### config.mk
export PLATFORM = sky130hd
export DESIGN_NAME = cpu_in_port
export DESIGN_NICKNAME = d
export VERILOG_FILES = /design/src/rtl/cpu_in_port.sv
export SDC_FILE = /design/constraint.sdc
export NUM_CORES = 1
export LEC_CHECK = 0
export ABC_AREA = 1
export ABC_CLOCK_PERIOD_IN_PS = 1750
export CAP_MARGIN = 20
export CORE_ASPECT_RATIO = 1.1
export CORE_MARGIN = 2
export CORE_UTILIZATION = 44
export CTS_BUF_LIST = sky130_fd_sc_hd__clkbuf_16
export CTS_CLUSTER_DIAMETER = 120
export DETAILED_ROUTE_END_ITERATION = 12
export GPL_TIMING_DRIVEN = 0
export PLACE_DENSITY = 0.66
export SYNTH_ARGS = -nofsm -noshare
export SYNTH_HDL_FRONTEND = slang
export SYNTH_SLANG_ARGS = --single-unit
### constraint.sdc
create_clock -name clk -period 1.75 [get_ports clk]
set_clock_uncertainty 0.1 [all_clocks]
set_input_delay 0.4375 -clock clk [delete_from_list [all_inputs] [get_ports clk]]
set_output_delay 0.4375 -clock clk [all_outputs]
set_load 0.02 [all_outputs]
### src/rtl/cpu_in_port.sv
`default_nettype none
// ============================================================================
//  Module   : cpu_in_port
//  Purpose  : CPU IN byte port. Samples 8 raw GPIO pins, synchronises and
//             debounces them, and offers each newly accepted stable byte to
//             the CPU IN opcode through a ready/read handshake.
//  Revision : 1.0 - initial release
// ----------------------------------------------------------------------------
//  Ports
//    clk          in   1  system clock, all state on rising edge
//    reset_i      in   1  asynchronous active-high reset
//    pins_i       in   8  raw asynchronous GPIO byte
//    clk_en_i     in   1  CPU clock enable, qualifies in_strobe_i
//    in_strobe_i  in   1  IN-opcode read strobe
//    in_value_o   out  8  latest accepted debounced byte
//    in_ready_o   out  1  an unread accepted byte is present
//    overrun_o    out  1  an accepted byte was replaced before being read
// ============================================================================
module cpu_in_port #(
    parameter int SYNC_STAGES  = 2,
    parameter int DEBOUNCE_CNT = 16
) (
    input  logic       clk,
    input  logic       reset_i,
    input  logic [7:0] pins_i,
    input  logic       clk_en_i,
    input  logic       in_strobe_i,
    output logic [7:0] in_value_o,
    output logic       in_ready_o,
    output logic       overrun_o
);

    localparam int                CNT_W   = $clog2(DEBOUNCE_CNT + 1);
    localparam logic [CNT_W-1:0]  CNT_MAX = CNT_W'(DEBOUNCE_CNT - 1);

    // Synchronizer chain; index SYNC_STAGES-1 is the oldest (settled) stage.
    logic [SYNC_STAGES-1:0][7:0] sync_chain;
    logic [7:0]                  sync;

    logic [7:0]       candidate;
    logic [CNT_W-1:0] cnt;
    logic [7:0]       stable;

    logic accept;
    logic rd;

    always_ff @(posedge clk or posedge reset_i) begin
        if (reset_i) begin
            sync_chain <= '0;
        end else begin
            sync_chain <= {sync_chain[SYNC_STAGES-2:0], pins_i};
        end
    end

    assign sync = sync_chain[SYNC_STAGES-1];

    // Any change in the synchronised value restarts the count; the count
    // saturates so a long-steady input never re-triggers.
    always_ff @(posedge clk or posedge reset_i) begin
        if (reset_i) begin
            candidate <= '0;
            cnt       <= '0;
        end else if (sync != candidate) begin
            candidate <= sync;
            cnt       <= '0;
        end else if (cnt < CNT_MAX) begin
            cnt <= cnt + 1'b1;
        end
    end

    // A glitch that settles back to the current stable value reaches
    // saturation with candidate == stable, so it never produces an event.
    assign accept = (cnt == CNT_MAX) && (sync == candidate) && (candidate != stable);
    assign rd     = in_strobe_i & clk_en_i;

    always_ff @(posedge clk or posedge reset_i) begin
        if (reset_i) begin
            stable <= '0;
        end else if (accept) begin
            stable <= candidate;
        end
    end

    always_ff @(posedge clk or posedge reset_i) begin
        if (reset_i) begin
            in_value_o <= '0;
            in_ready_o <= 1'b0;
            overrun_o  <= 1'b0;
        end else if (accept) begin
            in_value_o <= candidate;
            if (rd) begin
                // The read on this edge consumed the previous byte.
                in_ready_o <= 1'b1;
                overrun_o  <= 1'b0;
            end else if (!in_ready_o) begin
                in_ready_o <= 1'b1;
            end else begin
                overrun_o  <= 1'b1;
            end
        end else if (rd) begin
            in_ready_o <= 1'b0;
            overrun_o  <= 1'b0;
        end
    end

endmodule
`default_nettype wire

==> metrics.yaml <==
period_needed_ns: 1.58
ys.warnings.count: 0
p_seq_share_pct: 46.7
switching_share_pct: 19.5
worst_pin_slew_ns: 0.777
hold-path-cell-count: 0
drc_errors: 0
yosys.area.top_type: "dfrtp_1"
hold_viol: 0
grt_max_degree: 40
syn_inst: 183
io_pins: 22
critPathSlowestCell: "dfrtp_1"
min-delay-path-class: "register to register"
async_flop_share_pct: 100
rows: 23
p_int_mw: 1.64
cts_tree: "done"
nets: 225
htreeDepth: 2
final_cells: 262
period_share_pct: 90.3
synth_top_area_share_pct: 60.3
path_cells: "ha_1 -> inv_1 -> nor2_1 -> ha_1 -> buf_6 -> nand3_4 -> nand2_1 -> nand2_1"
n_antenna_cell: 0
synthTopCellsByCount: "nand2_1 (70), dfrtp_1 (39), inv_1 (28)"
max_stage_delay_ns: 0.39
synth_area_leaders: "dfrtp_1 (60%), nand2_1 (16%), inv_1 (6.5%)"
grt.total_usage_pct: 16.0
die_area_sq_mm: 0.00418
dr_total_vias: 1170
core-area_sq_mm: 0.00360
wl_microns: 2730
synthesis.nets: 197
drt_iter0_drc: 58
dr.pass1.iters: 4
wl_per_cell_microns: 10.4
start_kind: "register"
gr-total-overflow: 0
rsz0062_at_grt: "no"
grt_pass1_vias: 1121
critPathRequiredTime_ns: 1.82
register_area_sq_um: 976
dpl.cell_count: 254
port_buffers: 21
cts_buffers: 5
cts_hold_buf: 0
start_util_pct: 45.0
synth_area_per_cell_sq_um: 8.85
p_clk_share_pct: 48.9
via_per_inst: 4.47
finalWeightedCongestion: 0.753
status: "completed"
synth_edf_count: 0
ys_seq_area_share_pct: 60.3
grt_pass1_wl_microns: 4700
ant_nets: 0
worstSkewPairLatency_ns: 0.28
arrival_ns: 1.65
dp_hpwl_microns: 1890
path_class: "register to register"
nFillCells: 311
synth_area_sq_mm: 0.00162
drv_slew: 0
whs_ns: 0.245
r2r_slack_ns: 0.17
max_freq_ghz: 0.633
cp_max_fo: 10
antenna_found_initial: 0
reg2regPathDepth: 8
cts.sinks: 39
die_w_microns: 61.8
critPathCaptureType: "register"
setup_viol: 0
p_leak_nw: 1.08
cap_viol_max_count: 0
ys_types: 17
cts-root-buf: "clkbuf_16"
ys.flop_type: "dfrtp_1"
area_growth_pct: 26.7
clkTransAtPathRegs_ns: 0.06
p_comb_share_pct: 4.4
clockBufferDepth: 2
multi_input_area_sq_um: 493
vdd.ir_drop.worst_mv: 0.627
max-slew-margin-rel_pct: 48.1
ys_ff_latch: 39
power.switching_uw: 397
die_h_microns: 67.6
yosysMostFrequentCell: "nand2_1"
drive_gt1_share_pct: 6.60
tns_ns: 0
cts_setup_buffers: 0
powerDensity_mw_per_mm2: 992
layout by cell type (no fill, tap or decap), types with 3 or more instances in the layout:
| cell | instances |
|---|---|
| inv_1 | 27 |
| a21oi_1 | 4 |
| clkbuf_1 | 8 |
| xnor2_1 | 3 |
| clkdlybuf4s50_1 | 11 |
| dlygate4sd2_1 | 10 |
| nand2_1 | 70 |
| nor2_1 | 10 |
| clkbuf_16 | 5 |
| dfrtp_1 | 39 |
| nand4_1 | 9 |
metal layers:
layer  vias up  track usage, %  wire (microns)
met5         -               0               0
met4         0            10.6              76
met3         8            4.60             163
met2        36            26.1            1340
met1       525            17.9            1150
li1        601               -               -
flip-flops by register name (all words and copies together) (netlist names):
| signal | count |
|---|---|
| in_ready_o | 1 |
| overrun_o | 1 |
| in_value_o | 8 |
| candidate | 8 |
| sync_chain | 8 |
| sync | 8 |
| cnt | 5 |
path summary, 6_finish.rpt:
| path | start | endpoint |
|---|---|---|
| setup / recovery | cnt[0] | in_value_o[5] |
| hold / removal | sync_chain[2] | sync[2] |
| setup reg to reg | cnt[0] | in_value_o[5] |
| hold reg to reg | sync_chain[2] | sync[2] |
| max in group asynchronous | reset_i | cnt[3] |
| min in group asynchronous | reset_i | candidate[1] |
power groups by stage:
stage          Sequential, mW  Combinational (mW)  Clock (mW)
2_1_floorplan           0.962              0.0556           0
3_3_place_gp            0.964              0.0894           0
3_5_place_dp            0.967              0.0921           0
4_1_cts                 0.951              0.0925        1.02
5_1_grt                 0.954               0.106        1.06
6_report                0.950              0.0901       0.994
metrics by stage:
step	utilization [%]	power, mW	setup slack (ns)	area [sq um]
floorplan	-	1.02	0.323	1620
global placement	52.6	1.05	-0.477	1890
detailed placement	52.6	1.06	0.0917	1890
CTS	56.8	2.06	0.0838	2040
global route	57.0	2.12	0.0522	2050
finish	57.0	2.03	0.170	2050
critical path, delay by kind of cell (launching register included):
family	cells	cell delay (ns)
simple gates	4	0.42
flops	1	0.39
fa+ha+maj	2	0.34
buf+inv	2	0.22
layout make-up:
type,instances,area share (%)
flip-flops and latches,39,47.6
multi-input cells,106,24.0
repair buffers,21,9.64
clock buffers,5,6.10
inverters,28,5.13
well taps,50,3.05
plain buffers,10,2.56
clock inverters,3,1.89
repair_timing:
| item | 4_1_cts | 5_1_grt |
|---|---|---|
| hold endpoints to repair | 0 | 0 |
| resized for setup | 10 | 1 |
| endpoints found under the setup margin | 10 | 8 |
kinds of logic (layout without fill, tap and decap cells):
group                      after synthesis  in the layout  share of synthesized area (%)
xor gates and xnor gates                 4              4                           2.16
and+or+nand+nor                         94             94                           24.4
buffers and inverters                   38             67                           9.74
adders and majority gates                2              2                           1.55
DFF                                     39             39                           60.3
AOI/OAI and AO/OA                        6              6                           1.85
Note: power is estimated with default switching activity, not from simulation.
